$ cat src/rtl/w_ingress_ctrl.sv
// Write-side ingress of the async FIFO: a two-entry skid buffer feeding the
// pointer block / memory write port, plus registered fill level, almost-full
// flag and a sticky pointer-integrity error derived from the gray pointers.
module w_ingress_ctrl #(
  parameter int DATA_WIDTH   = 8,
  parameter int ADDR_WIDTH   = 4,
  parameter int AFULL_THRESH = 12
) (
  input  logic                  w_clk,
  input  logic                  w_rst_n,
  input  logic                  s_valid,
  input  logic [DATA_WIDTH-1:0] s_data,
  output logic                  s_ready,
  input  logic                  w_full,
  input  logic [ADDR_WIDTH:0]   w_ptr,
  input  logic [ADDR_WIDTH:0]   w_q2_r_ptr,
  output logic                  w_inc,
  output logic [DATA_WIDTH-1:0] w_data,
  output logic [ADDR_WIDTH:0]   w_level,
  output logic                  w_almost_full,
  output logic                  w_ptr_err
);

  localparam int PW = ADDR_WIDTH + 1;
  localparam logic [PW-1:0] DEPTH = {1'b1, {ADDR_WIDTH{1'b0}}};
  localparam logic [PW-1:0] AF_TH = PW'(AFULL_THRESH);

  typedef enum logic [1:0] {
    ST_EMPTY = 2'd0,
    ST_ONE   = 2'd1,
    ST_TWO   = 2'd2
  } state_e;

  // Gray to binary: each binary bit is the XOR of all gray bits at or above it.
  function automatic logic [PW-1:0] gray2bin(input logic [PW-1:0] g);
    logic [PW-1:0] b;
    b[PW-1] = g[PW-1];
    for (int i = PW - 2; i >= 0; i--) begin
      b[i] = b[i+1] ^ g[i];
    end
    return b;
  endfunction

  state_e                state_q, state_d;
  logic [DATA_WIDTH-1:0] head_q, head_d;
  logic [DATA_WIDTH-1:0] tail_q, tail_d;
  logic                  s_ready_q, s_ready_d;
  logic [PW-1:0]         level_q, level_d;
  logic                  afull_q, afull_d;
  logic                  err_q, err_d;
  logic                  acc_s;
  logic                  inc_s;
  logic [PW-1:0]         diff_s;

  // Skid-buffer occupancy FSM, entry steering and registered-ready lookahead.
  // The write strobe is gated by reset so a buffered word never escapes
  // during the cycle in which reset is being applied.
  always_comb begin
    state_d = state_q;
    head_d  = head_q;
    tail_d  = tail_q;
    acc_s   = s_valid & s_ready_q;
    inc_s   = w_rst_n & (state_q != ST_EMPTY) & ~w_full;
    case (state_q)
      ST_EMPTY: begin
        if (acc_s) begin
          state_d = ST_ONE;
          head_d  = s_data;
        end else begin
          state_d = ST_EMPTY;
        end
      end
      ST_ONE: begin
        if (acc_s && inc_s) begin
          head_d = s_data;
        end else if (acc_s) begin
          state_d = ST_TWO;
          tail_d  = s_data;
        end else if (inc_s) begin
          state_d = ST_EMPTY;
        end else begin
          state_d = ST_ONE;
        end
      end
      ST_TWO: begin
        if (inc_s) begin
          state_d = ST_ONE;
          head_d  = tail_q;
        end else begin
          state_d = ST_TWO;
        end
      end
      default: begin
        state_d = ST_EMPTY;
      end
    endcase
    s_ready_d = (state_d != ST_TWO);
  end

  // Occupancy from the binary pointer difference; modulo width handles the wrap.
  always_comb begin
    diff_s  = gray2bin(w_ptr) - gray2bin(w_q2_r_ptr);
    level_d = diff_s;
    afull_d = (diff_s >= AF_TH);
    err_d   = err_q | (diff_s > DEPTH);
  end

  // State and status registers with synchronous active-low reset.
  always_ff @(posedge w_clk) begin
    if (!w_rst_n) begin
      state_q   <= ST_EMPTY;
      head_q    <= {DATA_WIDTH{1'b0}};
      tail_q    <= {DATA_WIDTH{1'b0}};
      s_ready_q <= 1'b0;
      level_q   <= {PW{1'b0}};
      afull_q   <= 1'b0;
      err_q     <= 1'b0;
    end else begin
      state_q   <= state_d;
      head_q    <= head_d;
      tail_q    <= tail_d;
      s_ready_q <= s_ready_d;
      level_q   <= level_d;
      afull_q   <= afull_d;
      err_q     <= err_d;
    end
  end

  assign s_ready       = s_ready_q;
  assign w_inc         = inc_s;
  assign w_data        = head_q;
  assign w_level       = level_q;
  assign w_almost_full = afull_q;
  assign w_ptr_err     = err_q;

endmodule

$ cat config.mk
export PLATFORM = sky130hd
export DESIGN_NAME = w_ingress_ctrl
export DESIGN_NICKNAME = d
export VERILOG_FILES = /design/src/rtl/w_ingress_ctrl.sv
export SDC_FILE = /design/constraint.sdc
export NUM_CORES = 1
export LEC_CHECK = 0
export ABC_AREA = 1
export CAP_MARGIN = 15
export CORE_ASPECT_RATIO = 1.4
export CORE_MARGIN = 8
export CORE_UTILIZATION = 42
export CTS_BUF_LIST = sky130_fd_sc_hd__clkbuf_16
export CTS_CLUSTER_SIZE = 16
export DETAILED_ROUTE_END_ITERATION = 8
export PLACE_DENSITY_LB_ADDON = 0.2
export REMOVE_ABC_BUFFERS = 1
export SKIP_CTS_REPAIR_TIMING = 1
export SLEW_MARGIN = 15
export SYNTH_ARGS = -nofsm -noshare
export SYNTH_HDL_FRONTEND = slang
export SYNTH_SLANG_ARGS = --single-unit
$ cat constraint.sdc
create_clock -name w_clk -period 1.8 [get_ports w_clk]
set_input_delay 0.18 -clock w_clk [delete_from_list [all_inputs] [get_ports w_clk]]
set_output_delay 0.18 -clock w_clk [all_outputs]
set_load 0.05 [all_outputs]
==> metrics.md, run 1 <==
| Metric | Value |
|---|---|
| Synthesized area | 1396 µm² |
| Least-Margin Pin Slew | 0.5061 ns |
| Fillers | 297 |
| Final Hold Viols | 0 |
| Critical Path End Type | flip-flop |
| Seq/Total Area, Yosys | 37.28% |
| Most frequent CP cell | nand3_2 |
| Largest net degree at the start of global routing | 19 |
| Part of the cycle the worst path needs | 104.3% |
| Bufs on Longest Clock Path | 2 |
| Core area | 3284 µm² |
| Setup Skew | 0.001695 ns |
| Worst setup margin | -0.07744 ns |
| Final slew viol count | 0 |
| IO Pins | 39 |
| Via density | 4.664 |
| Via count | 1,334 |
| EDFF count, synth | 0 |
| Async SR Flop Fraction | 0% |
| Port bufs | 38 |
| Setup CP Type | in2reg |
| Clk root buf | clkbuf_16 |
| Lkg Pwr | 1.013 nW |
| Area after DPL | 1899 µm² |
| H-Tree Depth | 1 |
| Netlist cell types | 24 |
| Status | finished with violations |
| Cells after Synth | 192 |
| Max_slew headroom | 66.15% |
| Vert. Die Dim | 84.23 µm |
| Routability cong. | 0.8021 |
| DIE AREA | 5452 µm² |
| TritonCTS sink count | 26 |
| Ys Warns | 0 |
| CP peak stage delay | 0.40 ns |
| Final instance area | 2177 µm² |
| Slowest cell on crit path | fa_2 |
| Largest cells by area after synthesis | dfxtp_1 (37%), nand2_1 (11%), a21oi_1 (9.0%) |
| Net Sw Power | 685.5 µW |
| FMAX | 532.6 MHz |
| Top FF cell, synth | dfxtp_1 |
| Critical path, cell by cell | dlymetal6s2s_1 > inv_1 > nand2_1 > nand3_2 > nand2_4 > xnor2_4 > xor2_2 > ha_4 > fa_2 > inv_2 > nand3_1 > nand2_4 > nand3_2 > nand3_2 > nand2_1 |
| Synth Area per Inst | 7.273 µm² |
| Area share of the largest cell type after synthesis | 37.28% |
| Post-DP HPWL | 2389 µm |
| Register clock-pin slew on the reported worst setup and hold paths | 0.06 ns |
| Crit path time final | 1.877 ns |
| TritonCTS clock tree | yes |
| Data arrival, critical path | 2.04 ns |
| Starting Density | 42.51% |
| Clock power frac | 25.0% |
| TritonCTS Buffers | 3 |
| Clk Latency, worst-skew pair | 0.26 ns |
| Final ANT Viol Nets | 0 |
| Max-capacitance violation count | 0 |
| Worst Hold Class | reg2reg |
| Nets | 273 |
| Initial antenna violation count | 0 |
| Cell internal pwr | 1.266 mW |
| Diodes inserted | 0 |
| FP Rows | 25 |
| Req. time, crit path | 1.96 ns |
| Wirelength per Cell | 11.59 µm |
| DR DRC count | 0 |
| Logic pwr share | 41.1% |
| PD cells | 896.5 nW/µm² |
| Layout area overhead | 55.91% |
| DRT Wirelength | 3314 µm |
| Die W | 64.73 µm |
| Global-route wire length before repair | 5333 µm |
| Startpoint Class | input pin |
| Worst-path fanout max | 3 |
| Global Route Usage Sum | 11.77% |
| Setup Total Neg Slack | -0.1758 ns |
| Worst VDD drop | 0.0006175 V |
| Vias in the first global route | 1,304 |
| Switching Share | 35.12% |
| RSZ-0062 raised after global routing | true |
| Sequential fraction of design power | 33.9% |
| 1st-pass router iterations | 4 |
| Share of cells above drive strength 1 | 28.86% |
| Yosys reg bits | 26 |
| # setup viols final | 3 |
| Failing checks | negative setup slack |
| Synth area leader | dfxtp_1 |
| 1st-iter DRT viols | 37 |
| GRT overflow | 0 |
## power by group through the flow
stage,clock network [mW],registers (mW),logic (mW)
finish,0.487,0.662,0.802
global route,0.519,0.669,0.869
CTS,0.498,0.663,0.691
detailed placement,0,0.675,0.689
global placement,0,0.674,0.684
floorplan,0,0.846,0.261
## flip-flops by register name, summed over array words and instances, names as in the netlist
register,cells
w_data,8
w_level,5
w_almost_full,1
s_ready,1
state_q,2
w_ptr_err,1
tail_q,8
## cell usage after synthesis (2+ instances only)
| cell type | number |
|---|---|
| nand2_2 | 7 |
| nor2_4 | 2 |
| nand2_1 | 42 |
| nor2_2 | 4 |
| xor2_1 | 3 |
| nand3_2 | 3 |
| nand3_1 | 11 |
| nand2_4 | 3 |
| inv_2 | 4 |
| ha_1 | 3 |
| a21oi_1 | 25 |
| inv_1 | 26 |
| a21oi_2 | 3 |
| dfxtp_1 | 26 |
| o21ai_0 | 9 |
| nor2_1 | 13 |
## through the flow
stage | setup slack (ns) | hold slack (ns) | power (mW) | util, % | cells
after floorplan | -0.1518 | 0.2863 | 1.107 | - | 188
after global routing | -0.1869 | 0.4601 | 2.058 | 66.29 | 286
after global placement | -0.8089 | 0.4310 | 1.358 | 57.83 | 278
final | -0.07744 | 0.4413 | 1.952 | 66.29 | 286
after detailed placement | -0.9088 | 0.4343 | 1.364 | 57.83 | 278
after CTS | -0.6241 | 0.4440 | 1.852 | 60.23 | 282
## critical path, delay by kind of cell
| family | cells | cell delay, ns |
|---|---|---|
| XOR/XNOR | 2 | 0.30 |
| adder cells (fa/ha/maj) | 2 | 0.58 |
| buffers and inverters | 3 | 0.30 |
| AND/OR/NAND/NOR | 8 | 0.65 |
## cells in the final DEF (no fill, tap or decap), drive strengths merged
master / instances
nand2: 52
inv: 30
clkdlybuf4s50: 29
a21oi: 28
dfxtp: 26
buf: 19
nor2: 19
nand3: 14
o21ai: 9
dlymetal6s2s: 5
clkbuf: 4
xor2: 4
ha: 3
xnor2: 1
nand4: 1
fa: 1
clkinv: 1
## routing by layer
metal / track usage (%) / up-vias / wire (µm)
met1: 12.67 / 587 / 1386
met4: 6.773 / 0 / 78
met2: 20.42 / 33 / 1727
li1: - / 708 / -
met3: 2.397 / 6 / 121
met5: 0 / - / 0
## cells by family after synthesis
family | count (synthesis) | synth area share, %
AOI/OAI and AO/OA | 37 | 14.07
xor gates and xnor gates | 5 | 4.212
buffers and inverters | 34 | 10.03
and+or+nand+nor | 86 | 30.29
adders and majority gates | 4 | 4.122
DFF | 26 | 37.28
## layout make-up
class                      instances  area (µm²)  area share [%]
tap                               40       50.05           2.299
multi-input combinational        132       869.6           39.94
inverter                          30       120.1           5.517
clock buffer                       3       75.07           3.448
timing repair buffer              54       538.0           24.71
clock inverter                     1       3.754          0.1724
sequential                        26       520.5           23.91
## path summary, 6_finish.rpt
path              start        end  slack, ns  depth (start not counted)
min reg2reg   tail_q[2]  tail_q[2]       0.44                          2
min           tail_q[2]  tail_q[2]       0.44                          2
max reg2reg  state_q[0]  tail_q[7]       0.40                          6
max            w_ptr[3]  w_ptr_err      -0.08                         15
Note: power is estimated with default switching activity, not from simulation.
==> run 2, diff against run 1 <==
--- a/config.mk
+++ b/config.mk
@@ -16,7 +16,6 @@
 export PLACE_DENSITY_LB_ADDON = 0.2
 export REMOVE_ABC_BUFFERS = 1
 export SKIP_CTS_REPAIR_TIMING = 1
-export SLEW_MARGIN = 15
 export SYNTH_ARGS = -nofsm -noshare
 export SYNTH_HDL_FRONTEND = slang
 export SYNTH_SLANG_ARGS = --single-unit
==> results of run 2 <==
The final DEF is identical to that of run 1; final timing and power are the same.
==> run 3, diff against run 2 <==
--- a/config.mk
+++ b/config.mk
@@ -13,6 +13,7 @@
 export CTS_BUF_LIST = sky130_fd_sc_hd__clkbuf_16
 export CTS_CLUSTER_SIZE = 16
 export DETAILED_ROUTE_END_ITERATION = 8
+export HOLD_SLACK_MARGIN = 0.1
 export PLACE_DENSITY_LB_ADDON = 0.2
 export REMOVE_ABC_BUFFERS = 1
 export SKIP_CTS_REPAIR_TIMING = 1
==> results of run 3 <==
The final DEF is identical to that of run 1; final timing and power are the same.
